$ cat src/rtl/ezrisc_pkg.sv
// Shared definitions for the ezRISC control path: opcodes, ALU operation codes,
// control-unit state encoding and IR field positions.
package ezrisc_pkg;

  localparam logic [4:0] OP_ADD  = 5'b00011;
  localparam logic [4:0] OP_SUB  = 5'b00100;
  localparam logic [4:0] OP_SHR  = 5'b00101;
  localparam logic [4:0] OP_SHL  = 5'b00110;
  localparam logic [4:0] OP_ROR  = 5'b00111;
  localparam logic [4:0] OP_ROL  = 5'b01000;
  localparam logic [4:0] OP_AND  = 5'b01001;
  localparam logic [4:0] OP_OR   = 5'b01010;
  localparam logic [4:0] OP_MUL  = 5'b01110;
  localparam logic [4:0] OP_DIV  = 5'b01111;
  localparam logic [4:0] OP_NEG  = 5'b10000;
  localparam logic [4:0] OP_NOT  = 5'b10001;
  localparam logic [4:0] OP_MFHI = 5'b10111;
  localparam logic [4:0] OP_MFLO = 5'b11000;
  localparam logic [4:0] OP_NOP  = 5'b11001;
  localparam logic [4:0] OP_HALT = 5'b11010;

  localparam logic [3:0] ALU_AND = 4'b0000;
  localparam logic [3:0] ALU_OR  = 4'b0001;
  localparam logic [3:0] ALU_ADD = 4'b0010;
  localparam logic [3:0] ALU_SUB = 4'b0011;
  localparam logic [3:0] ALU_SHR = 4'b0100;
  localparam logic [3:0] ALU_SHL = 4'b0101;
  localparam logic [3:0] ALU_ROR = 4'b0110;
  localparam logic [3:0] ALU_ROL = 4'b0111;
  localparam logic [3:0] ALU_MUL = 4'b1000;
  localparam logic [3:0] ALU_DIV = 4'b1001;
  localparam logic [3:0] ALU_NEG = 4'b1010;
  localparam logic [3:0] ALU_NOT = 4'b1011;

  localparam int IR_OP_LSB = 27;
  localparam int IR_RA_LSB = 23;
  localparam int IR_RB_LSB = 19;
  localparam int IR_RC_LSB = 15;

  typedef enum logic [3:0] {
    ST_RST, ST_T0, ST_T1, ST_T2, ST_T3, ST_T4, ST_T5, ST_T6, ST_HALT
  } state_t;

  function automatic logic [3:0] alu_code(input logic [4:0] op);
    logic [3:0] code;
    case (op)
      OP_ADD:  code = ALU_ADD;
      OP_SUB:  code = ALU_SUB;
      OP_SHR:  code = ALU_SHR;
      OP_SHL:  code = ALU_SHL;
      OP_ROR:  code = ALU_ROR;
      OP_ROL:  code = ALU_ROL;
      OP_OR:   code = ALU_OR;
      OP_MUL:  code = ALU_MUL;
      OP_DIV:  code = ALU_DIV;
      OP_NEG:  code = ALU_NEG;
      OP_NOT:  code = ALU_NOT;
      default: code = ALU_AND;
    endcase
    return code;
  endfunction

endpackage

$ cat src/rtl/reg_decoder.sv
// Register-field to one-hot select decoder; all zeros when disabled.
module reg_decoder (
  input  logic        i_en,
  input  logic [3:0]  i_sel,
  output logic [15:0] o_onehot
);

  always_comb begin
    o_onehot = '0;
    if (i_en) o_onehot[i_sel] = 1'b1;
  end

endmodule

$ cat src/rtl/control_unit.sv
// Multi-cycle ezRISC control unit: sequences fetch/decode/execute one T-state per
// cycle and drives every datapath strobe as a Moore function of state and IR.
module control_unit
  import ezrisc_pkg::*;
#(
  parameter int MEM_WAIT_MAX = 15
) (
  input  logic        clk,
  input  logic        reset_n,
  input  logic [31:0] ir,
  input  logic        mem_rdy,
  output logic [15:0] gpr_in,
  output logic [15:0] gpr_out,
  output logic        hi_in,
  output logic        hi_out,
  output logic        lo_in,
  output logic        lo_out,
  output logic        pc_out,
  output logic        inc_pc,
  output logic        mar_in,
  output logic        mdr_in,
  output logic        mdr_out,
  output logic        read,
  output logic        ir_in,
  output logic        y_in,
  output logic        z_in,
  output logic        z_low_out,
  output logic        z_high_out,
  output logic [3:0]  alu_op,
  output logic        run,
  output logic        illegal,
  output logic        mem_err
);

  localparam int CW = $clog2(MEM_WAIT_MAX + 1);

  state_t        r_state;
  state_t        w_next;
  logic [CW-1:0] r_wait;
  logic [CW-1:0] w_wait_nxt;
  logic          r_mem_err;
  logic          w_err_set;

  logic [4:0] w_op;
  logic [3:0] w_ra, w_rb, w_rc;
  logic       w_alu3, w_muldiv, w_unary, w_known;
  logic [3:0] w_out_sel;
  logic       w_out_en, w_in_en;
  logic       w_unused_ir;

  assign w_op        = ir[IR_OP_LSB +: 5];
  assign w_ra        = ir[IR_RA_LSB +: 4];
  assign w_rb        = ir[IR_RB_LSB +: 4];
  assign w_rc        = ir[IR_RC_LSB +: 4];
  assign w_unused_ir = ^ir[IR_RC_LSB-1:0];

  assign w_alu3   = w_op inside {OP_ADD, OP_SUB, OP_SHR, OP_SHL, OP_ROR, OP_ROL, OP_AND, OP_OR};
  assign w_muldiv = w_op inside {OP_MUL, OP_DIV};
  assign w_unary  = w_op inside {OP_NEG, OP_NOT};
  assign w_known  = w_alu3 | w_muldiv | w_unary |
                    (w_op inside {OP_MFHI, OP_MFLO, OP_NOP, OP_HALT});

  assign mem_err = r_mem_err;

  always_ff @(posedge clk or negedge reset_n) begin
    if (!reset_n) begin
      r_state   <= ST_RST;
      r_wait    <= '0;
      r_mem_err <= 1'b0;
    end else begin
      r_state <= w_next;
      r_wait  <= w_wait_nxt;
      if (w_err_set) r_mem_err <= 1'b1;
    end
  end

  // Next state plus every strobe; mem_rdy only steers the next state, never an output.
  always_comb begin
    w_next     = r_state;
    w_wait_nxt = '0;
    w_err_set  = 1'b0;
    w_out_en   = 1'b0;
    w_out_sel  = 4'd0;
    w_in_en    = 1'b0;
    hi_in      = 1'b0;
    hi_out     = 1'b0;
    lo_in      = 1'b0;
    lo_out     = 1'b0;
    pc_out     = 1'b0;
    inc_pc     = 1'b0;
    mar_in     = 1'b0;
    mdr_in     = 1'b0;
    mdr_out    = 1'b0;
    read       = 1'b0;
    ir_in      = 1'b0;
    y_in       = 1'b0;
    z_in       = 1'b0;
    z_low_out  = 1'b0;
    z_high_out = 1'b0;
    alu_op     = ALU_AND;
    illegal    = 1'b0;
    run        = r_state inside {ST_T0, ST_T1, ST_T2, ST_T3, ST_T4, ST_T5, ST_T6};

    case (r_state)
      ST_RST: w_next = ST_T0;
      ST_T0: begin
        pc_out = 1'b1;
        mar_in = 1'b1;
        inc_pc = 1'b1;
        w_next = ST_T1;
      end
      ST_T1: begin
        read   = 1'b1;
        mdr_in = 1'b1;
        // A ready seen on the final allowed cycle still wins over the timeout.
        if (mem_rdy) begin
          w_next = ST_T2;
        end else if (r_wait == CW'(MEM_WAIT_MAX)) begin
          w_next    = ST_HALT;
          w_err_set = 1'b1;
        end else begin
          w_wait_nxt = r_wait + 1'b1;
        end
      end
      ST_T2: begin
        mdr_out = 1'b1;
        ir_in   = 1'b1;
        w_next  = ST_T3;
      end
      ST_T3: begin
        w_next = ST_T0;
        if (w_alu3) begin
          w_out_en  = 1'b1;
          w_out_sel = w_rb;
          y_in      = 1'b1;
          w_next    = ST_T4;
        end else if (w_muldiv) begin
          w_out_en  = 1'b1;
          w_out_sel = w_ra;
          y_in      = 1'b1;
          w_next    = ST_T4;
        end else if (w_unary) begin
          w_out_en  = 1'b1;
          w_out_sel = w_rb;
          z_in      = 1'b1;
          alu_op    = alu_code(w_op);
          w_next    = ST_T4;
        end else if (w_op == OP_MFHI) begin
          hi_out  = 1'b1;
          w_in_en = 1'b1;
        end else if (w_op == OP_MFLO) begin
          lo_out  = 1'b1;
          w_in_en = 1'b1;
        end else if (w_op == OP_HALT) begin
          w_next = ST_HALT;
        end else begin
          illegal = !w_known;
        end
      end
      ST_T4: begin
        w_next = ST_T0;
        if (w_alu3 || w_muldiv) begin
          w_out_en  = 1'b1;
          w_out_sel = w_alu3 ? w_rc : w_rb;
          z_in      = 1'b1;
          alu_op    = alu_code(w_op);
          w_next    = ST_T5;
        end else if (w_unary) begin
          z_low_out = 1'b1;
          w_in_en   = 1'b1;
        end
      end
      ST_T5: begin
        w_next = ST_T0;
        if (w_muldiv) begin
          z_low_out = 1'b1;
          lo_in     = 1'b1;
          w_next    = ST_T6;
        end else if (w_alu3) begin
          z_low_out = 1'b1;
          w_in_en   = 1'b1;
        end
      end
      ST_T6: begin
        z_high_out = 1'b1;
        hi_in      = 1'b1;
        w_next     = ST_T0;
      end
      ST_HALT: w_next = ST_HALT;
      default: w_next = ST_RST;
    endcase
  end

  reg_decoder u_out_dec (
    .i_en    (w_out_en),
    .i_sel   (w_out_sel),
    .o_onehot(gpr_out)
  );

  reg_decoder u_in_dec (
    .i_en    (w_in_en),
    .i_sel   (w_ra),
    .o_onehot(gpr_in)
  );

endmodule

$ cat config.mk
export PLATFORM = sky130hd
export DESIGN_NAME = control_unit
export DESIGN_NICKNAME = d
export VERILOG_FILES = /design/src/rtl/ezrisc_pkg.sv /design/src/rtl/reg_decoder.sv /design/src/rtl/control_unit.sv
export SDC_FILE = /design/constraint.sdc
export NUM_CORES = 1
export LEC_CHECK = 0
export CORE_MARGIN = 2
export CORE_UTILIZATION = 55
export CTS_CLUSTER_SIZE = 30
export DETAILED_ROUTE_END_ITERATION = 10
export DONT_BUFFER_PORTS = 1
export HOLD_SLACK_MARGIN = 0.03
export PLACE_DENSITY = 0.8
export SYNTH_ARGS = -nofsm -noshare
export SYNTH_HDL_FRONTEND = slang
export SYNTH_HIERARCHICAL = 1
export SYNTH_SLANG_ARGS = --single-unit
export TNS_END_PERCENT = 30
$ cat constraint.sdc
create_clock -name clk -period 10.9 [get_ports clk]
set_input_delay 2.725 -clock clk [delete_from_list [all_inputs] [get_ports clk]]
set_output_delay 2.725 -clock clk [all_outputs]
set_load 0.02 [all_outputs]
==> After elaboration in Yosys (flattened, before gate mapping) <==
Memory sizes are Yosys's and may differ from the RTL's.
Index checks and enable logic that the tools add are counted.
{ "word_totals": {"ff_bits": 9, "latch_bits": 0, "ram_bits": 0, "rom_bits": 256, "in_bits": 35, "output_inout_bits": 54, "word_cells": 128, "mem_count": 2} }
{ "classes": {"add_sub_neg": 1, "n_mul": 0, "div": 0, "magnitude_cmp": 4, "n_eq_ne": 26, "shifts": 0, "n_mux": 78, "bitwise_logic": 3, "reduce_logical": 11} }
{ "memory_table": {"columns": ["memory", "depth", "width", "rd", "rd_clocked_by_memory_dff", "write_ports", "line", "source"], "rows": [
  ["(name not given)", 32, 4, 1, 0, 0, "ezrisc_pkg.sv:46", "case (op)"],
  ["(name not given)", 32, 4, 1, 0, 0, "ezrisc_pkg.sv:46", null]
]} }
{ "ops": {"columns": ["cell", "n"], "rows": [
  ["$mux W4", 20],
  ["$mux W1", 45],
  ["$mux W16", 2],
  ["$pmux W4 S8", 1],
  ["$eq A5 B5 Y1 const B", 6],
  ["$eq A5 B4 Y1 const B", 5],
  ["$eq A5 B3 Y1 const B", 4],
  ["$eq A4 B3 Y1 const B", 4],
  ["$pmux W4 S2", 2],
  ["$lt A4 B5 Y1 const B", 2],
  ["$demux W1 S4", 2],
  ["$eq A4 B2 Y1 const B", 2],
  ["$eq A4 B4 Y1 const B", 2],
  ["$ge A4 B1 Y1 const B", 2],
  ["$reduce_bool A8 Y1", 1],
  ["$reduce_bool A7 Y1", 1],
  ["$mux W3", 2],
  ["$pmux W1 S2", 3],
  ["$eq A5 B2 Y1 const B", 1],
  ["$add A4 B1 Y4 const B", 1],
  ["$eq A4 B1 Y1 const B", 1],
  ["$logic_not A4 Y1", 1],
  ["$reduce_bool A2 Y1", 2],
  ["$reduce_bool A4 Y1", 1],
  ["7 further kinds", 10]
]} }

==> Longest topological paths before layout <==
{ "depth": {"word_depth": 13, "depth_mapped": 8, "depth_no_buf": 8} }

==> By module <==
Netlist, hierarchy kept.
{ "modules_own_cells": {"columns": ["mod", "instances", "cells_each", "area_per_inst_um2", "seq_area_each_um2"], "rows": [
  ["control_unit", 1, 155, 1191.1, 225.2],
  ["reg_decoder", 2, 23, 120.1, 0.0]
]} }

==> Worst setup path after synthesis <==
Ideal clock, no wire load.
{ "synth_path": {"kind": "input to output", "start": "in ir[28]", "end": "out gpr_in[2]", "arrival_ps": 4896, "t_required_ps": 8175, "path_slack_ps": 3279, "cell_stages": 8, "n_path_buf": 0, "path_cell_list": "inv_1 -> ha_1 -> nor4_1 -> nor4b_2 -> nand2b_1 -> a221oi_1 -> or3b_4 -> nor2_1"} }
{ "synth_between": {"elab_chain_cells": 8, "elab_cells_between_ends": 29, "classes_between": "eq/ne: 14; mux: 11; reduce/logical: 4"} }
{ "synth_rtl": {"columns": ["item", "line", "source"], "rows": [
  ["start, declared", "control_unit.sv:10", "input logic [31:0] ir,"],
  ["$eq A5 B5 Y1", "control_unit.sv:151", "end else if (w_op == OP_MFLO) begin"],
  ["$mux W1", "control_unit.sv:151", null],
  ["$mux W1", "control_unit.sv:148", "end else if (w_op == OP_MFHI) begin"],
  ["$mux W1", "control_unit.sv:142", "end else if (w_unary) begin"],
  ["$mux W1", "control_unit.sv:137", "end else if (w_muldiv) begin"],
  ["$mux W1", "control_unit.sv:132", "if (w_alu3) begin"],
  ["$pmux W1 S3 *", "control_unit.sv:104", "case (r_state)"],
  ["via w_in_en", "control_unit.sv:48", "logic w_out_en, w_in_en;"],
  ["$mux W16 *", "reg_decoder.sv:10", "if (i_en) o_onehot[i_sel] = 1'b1;"],
  ["end, declared", "control_unit.sv:12", "output logic [15:0] gpr_in,"]
]} }
Mark *: on every way through the listed nets, which the timed path passes. The rest lies on a longest branch.

==> Worst setup path in the final report <==
{ "layout_path": {"start": "in ir[28]", "end": "out gpr_in[3]"} }
The elaborated chain is that of the path after synthesis.

==> report_table.html <==
<table>
<tr><th>Metric</th><th>Value</th></tr>
<tr><th colspan="2">Placement</th></tr>
<tr><td>Placer Congestion</td><td>0.9103</td></tr>
<tr><td>Post-placement worst setup slack</td><td>2.833 ns</td></tr>
<tr><td>Detailed-placement wirelength estimate</td><td>slightly below 3 mm</td></tr>
<tr><td>Placed Area</td><td>0.001423 mm^2</td></tr>
<tr><td>Number of I/O port buffers</td><td>0</td></tr>
<tr><th colspan="2">Floorplanning</th></tr>
<tr><td>Starting utilization of the core area</td><td>57.78%</td></tr>
<tr><td>I/O pin count</td><td>89</td></tr>
<tr><td>Die width</td><td>55.02 um</td></tr>
<tr><td>Core outline area</td><td>between 0.002 and 0.0025 mm^2</td></tr>
<tr><td>Die height</td><td>between 50 and 60 um</td></tr>
<tr><td>Total die area</td><td>between 0.003 and 0.004 mm^2</td></tr>
<tr><td>Count of standard-cell rows</td><td>18</td></tr>
<tr><th colspan="2">Run</th></tr>
<tr><td># Max-Cap Violations</td><td>0</td></tr>
<tr><th colspan="2">Synthesis</th></tr>
<tr><td>Number of flops mapped to enable cells by yosys</td><td>0</td></tr>
<tr><td>Leading cell type by number of instances after synthesis</td><td>sky130_fd_sc_hd__nor2_1</td></tr>
<tr><td>Synthesized area divided by synthesized cell count</td><td>just over 7 um^2</td></tr>
<tr><td>Most instantiated flip-flop cell in the synthesis netlist</td><td>sky130_fd_sc_hd__dfrtp_1</td></tr>
<tr><td>Post-Synthesis Cell Area</td><td>between 0.001 and 0.0015 mm^2</td></tr>
<tr><td>Sequential area share after synthesis</td><td>between 10% and 20%</td></tr>
<tr><td>Largest area contributor in the netlist</td><td>sky130_fd_sc_hd__dfrtp_1</td></tr>
<tr><td>Number of flip-flops and latches in the synthesized netlist</td><td>9</td></tr>
<tr><td>Mapped Nets</td><td>around 240</td></tr>
<tr><td>Largest cells by area after synthesis</td><td>sky130_fd_sc_hd__dfrtp_1, sky130_fd_sc_hd__nor2_1, sky130_fd_sc_hd__nor3_1</td></tr>
<tr><td>Post-synth top area share</td><td>15.73%</td></tr>
<tr><td>Distinct cell type count after synthesis</td><td>53</td></tr>
<tr><td>Number of instances in the synthesized netlist</td><td>around 200</td></tr>
<tr><td>Number of warnings issued by yosys</td><td>6</td></tr>
<tr><td>Ys async rst share</td><td>between 90% and 100%</td></tr>
<tr><td>Top cells by count, synth</td><td>sky130_fd_sc_hd__nor2_1, sky130_fd_sc_hd__nor3_1, sky130_fd_sc_hd__nand2b_1</td></tr>
<tr><th colspan="2">Hold path</th></tr>
<tr><td>Worst min-delay path category</td><td>register to register</td></tr>
<tr><th colspan="2">Pwr</th></tr>
<tr><td>Part of the total power dissipated in sequential elements</td><td>31.0%</td></tr>
<tr><td>Worst-case vdd ir drop</td><td>between 0.0001 and 0.00015 V</td></tr>
<tr><td>Switching Power</td><td>0.1125 mW</td></tr>
<tr><td>Comb power frac</td><td>56.7%</td></tr>
<tr><td>Internal power consumption</td><td>around 0.096 mW</td></tr>
<tr><td>Total power draw</td><td>between 0.2 and 0.25 mW</td></tr>
<tr><td>Switching power share of the total</td><td>between 50% and 60%</td></tr>
<tr><td>Static Leak</td><td>0.4995 nW</td></tr>
<tr><td>Power per cell area</td><td>143.7 mW/mm^2</td></tr>
<tr><td>Clock Power Share</td><td>between 10 and 15%</td></tr>
<tr><th colspan="2">CTS</th></tr>
<tr><td>Buffers from clock root to sink, at most</td><td>2</td></tr>
<tr><td>Clock-pin slew of the registers on the worst-case setup and hold paths</td><td>0.06 ns</td></tr>
<tr><td>TritonCTS clock tree</td><td>yes</td></tr>
<tr><td>Latest clock arrival within the worst-skew pair</td><td>roughly 0.26 ns</td></tr>
<tr><td>Total number of clock tree sinks</td><td>9</td></tr>
<tr><td>Cells resized by post-CTS repair</td><td>0</td></tr>
<tr><td>Clock tree root driver cell</td><td>sky130_fd_sc_hd__clkbuf_4</td></tr>
<tr><td>Inserted Clock Buffers</td><td>3</td></tr>
<tr><td>Clock H-tree levels</td><td>1</td></tr>
<tr><td>Cts-stage hold buffer count</td><td>0</td></tr>
<tr><td>Buffer count from post-CTS setup fixing</td><td>0</td></tr>
<tr><th colspan="2">Routing</th></tr>
<tr><td>Detail-routed net length per standard cell</td><td>16.78 um</td></tr>
<tr><td>Via-to-Cell Ratio</td><td>around 6.7</td></tr>
<tr><td>DRC</td><td>0</td></tr>
<tr><td>DRT antenna net count</td><td>0</td></tr>
<tr><td>Violation count after the first detailed-route iteration</td><td>around 60</td></tr>
<tr><td>Detailed-route via count</td><td>~1,500</td></tr>
<tr><td>Aggregate routed wire length</td><td>~3.8 mm</td></tr>
<tr><td>Detailed-routing iteration count for the pre-antenna-repair pass</td><td>4</td></tr>
<tr><th colspan="2">Critical path</th></tr>
<tr><td>Delay of the slowest cell on the worst path</td><td>roughly 0.63 ns</td></tr>
<tr><td>Kind of cell adding the most delay to the critical path</td><td>simple AND/OR/NAND/NOR gates</td></tr>
<tr><td>Critical Path Sink Type</td><td>output pin</td></tr>
<tr><td>Worst path arrival time</td><td>5.39 ns</td></tr>
<tr><td>CP Class</td><td>primary input to output pin</td></tr>
<tr><td>CP max-delay cell</td><td>sky130_fd_sc_hd__nor4b_2</td></tr>
<tr><td>Worst path buffer plus inverter count</td><td>1</td></tr>
<tr><td>Data required time of the critical path</td><td>8.18 ns</td></tr>
<tr><td>List of cells traversed by the critical path</td><td>inv_1, ha_1, nor4_1, nor4b_2, nand2b_1, a221oi_1, or3b_4, nor2_1</td></tr>
<tr><td>Type of element launching the critical path</td><td>primary input</td></tr>
<tr><td>Worst-path fanout max</td><td>8</td></tr>
<tr><th colspan="2">Layout</th></tr>
<tr><td>Share of final-layout standard cells stronger than drive strength 1</td><td>12.31%</td></tr>
<tr><td>Layout Utilization</td><td>between 50 and 60%</td></tr>
<tr><td>Final layout net count</td><td>roughly 240</td></tr>
<tr><td>Area of all placed cells without fillers</td><td>~0.0014 mm^2</td></tr>
<tr><td>Antenna diodes</td><td>0</td></tr>
<tr><td>Area grow syn2layout</td><td>1.224%</td></tr>
<tr><th colspan="2">STA</th></tr>
<tr><td>Hold Fails Final Rpt</td><td>0</td></tr>
<tr><td>Tightest Pin Transition</td><td>approximately 1.2 ns</td></tr>
<tr><td>Fin worst setup slack</td><td>between 2 and 3 ns</td></tr>
<tr><td>Unrepaired setup endpoints after global routing</td><td>false</td></tr>
<tr><td>Number of setup violations in the final report</td><td>0</td></tr>
<tr><td>Total count of max-transition violations in the final report</td><td>0</td></tr>
<tr><td>Final min period</td><td>8.118 ns</td></tr>
<tr><td>Final critical-path share of the clock period</td><td>around three quarters</td></tr>
<tr><td>Clk_skew</td><td>0.002300 ns</td></tr>
<tr><td>Slew headroom</td><td>19.50%</td></tr>
<tr><td>Fmax</td><td>123.2 MHz</td></tr>
<tr><td>Setup TNS</td><td>0 ns</td></tr>
<tr><th colspan="2">Global routing</th></tr>
<tr><td>Gr usage total</td><td>between 20% and 30%</td></tr>
<tr><td>Largest net degree at the start of global routing</td><td>18</td></tr>
<tr><td>Number of global-route vias before repair</td><td>between 1,000 and 1,500</td></tr>
<tr><td>Grt ovf</td><td>0</td></tr>
<tr><td>Antenna violations before repair</td><td>0</td></tr>
<tr><td>Global-route wire length before repair</td><td>roughly 5.5 mm</td></tr>
<tr><th colspan="2">Status</th></tr>
<tr><td>Outcome</td><td>complete, no violations</td></tr>
</table>
## layout make-up
cell class                      instances  area, um^2
Inverter                                8       30.03
Tap cell                               30       37.54
Multi-Input combinational cell        172        1115
Fill cell                             241        1028
Clock buffer                            4       26.28
Timing Repair Buffer                    2       15.01
Sequential cell                         9       225.2
## cell usage in the layout, fill, tap and decap left out, types with 2 or more instances in the layout
cell	Yosys	routed
sky130_fd_sc_hd__a211oi_2	2	2
sky130_fd_sc_hd__a21oi_1	8	8
sky130_fd_sc_hd__a22o_1	5	5
sky130_fd_sc_hd__a22oi_1	4	4
sky130_fd_sc_hd__and2_1	3	3
sky130_fd_sc_hd__buf_4	5	2
sky130_fd_sc_hd__clkbuf_4	0	3
sky130_fd_sc_hd__dfrtp_1	9	9
sky130_fd_sc_hd__ha_1	6	6
sky130_fd_sc_hd__inv_1	8	8
sky130_fd_sc_hd__nand2_1	11	11
sky130_fd_sc_hd__nand2b_1	12	12
sky130_fd_sc_hd__nand3_1	6	6
sky130_fd_sc_hd__nand3b_1	6	6
sky130_fd_sc_hd__nor2_1	34	34
sky130_fd_sc_hd__nor2_2	2	2
sky130_fd_sc_hd__nor2b_1	3	3
sky130_fd_sc_hd__nor3_1	16	15
sky130_fd_sc_hd__nor3_2	2	3
sky130_fd_sc_hd__nor3b_1	3	3
sky130_fd_sc_hd__nor4b_1	2	2
sky130_fd_sc_hd__nor4b_2	2	2
sky130_fd_sc_hd__o21a_1	2	2
sky130_fd_sc_hd__o21ai_0	11	11
sky130_fd_sc_hd__o22ai_1	2	2
sky130_fd_sc_hd__or2_2	2	2
sky130_fd_sc_hd__or3_1	2	2
sky130_fd_sc_hd__or3b_4	2	2
## cells by family after synthesis
| group | count (synthesis) | share of synthesized area, % |
|---|---|---|
| multiplexers | 1 | 0.7867 |
| AND/OR/NAND/NOR | 118 | 47.99 |
| adder cells (fa/ha/maj) | 6 | 5.245 |
| buffers and inverters | 20 | 6.818 |
| XOR/XNOR | 1 | 0.6120 |
| flip-flops | 9 | 15.73 |
| AO/OA/AOI/OAI | 46 | 22.82 |
## routing by layer
layer | part of all wire, % | vias up | GRT usage [%] | wire length [um]
met5 | 0 | - | 0 | 0
met4 | 0.32 | 0 | 2.846 | 12
met2 | 48 | 96 | 45.83 | 1797
met3 | 12 | 2 | 5.914 | 471
li1 | - | 718 | - | -
met1 | 40 | 697 | 28.57 | 1494
## worst paths after layout
check | slack (ns) | depth (start not counted) | from | to
max reg2reg | 9.13 | 4 | r_state[1] | r_state[2]
min in group asynchronous | 2.15 | 0 | reset_n | r_state[1]
max in group asynchronous | 8.68 | 0 | reset_n | mem_err
max | 2.78 | 8 | ir[28] | gpr_in[3]
min | 0.49 | 1 | r_wait[0] | r_wait[0]
min reg2reg | 0.49 | 1 | r_wait[0] | r_wait[0]
## flip-flops by register name (all words and copies together), names as in the netlist
signal   cells
mem_err      1
r_state      4
r_wait       4
## through the flow
stage / hold slack, ns / std cells
6_report: 0.4949 / 225
5_1_grt: 0.5236 / 225
4_1_cts: 0.4923 / 225
3_5_place_dp: 0.4834 / 221
3_3_place_gp: 0.4760 / 221
2_1_floorplan: 0.4589 / 201
## power by group through the flow
stage / registers (mW) / clock network, mW / logic, mW
finish: 0.0645 / 0.0257 / 0.118
global route: 0.0683 / 0.0283 / 0.130
CTS: 0.0640 / 0.0270 / 0.118
detailed placement: 0.0651 / 0 / 0.117
global placement: 0.0630 / 0 / 0.113
floorplan: 0.0486 / 0 / 0.122
## worst register-to-register path: cells and delay by family (launching register included)
family / cells / cell delay, ns
and+or+nand+nor: 3 / 1.06
DFF: 1 / 0.56
AOI/OAI and AO/OA: 1 / 0.07
(Power assumes the default switching activity.)
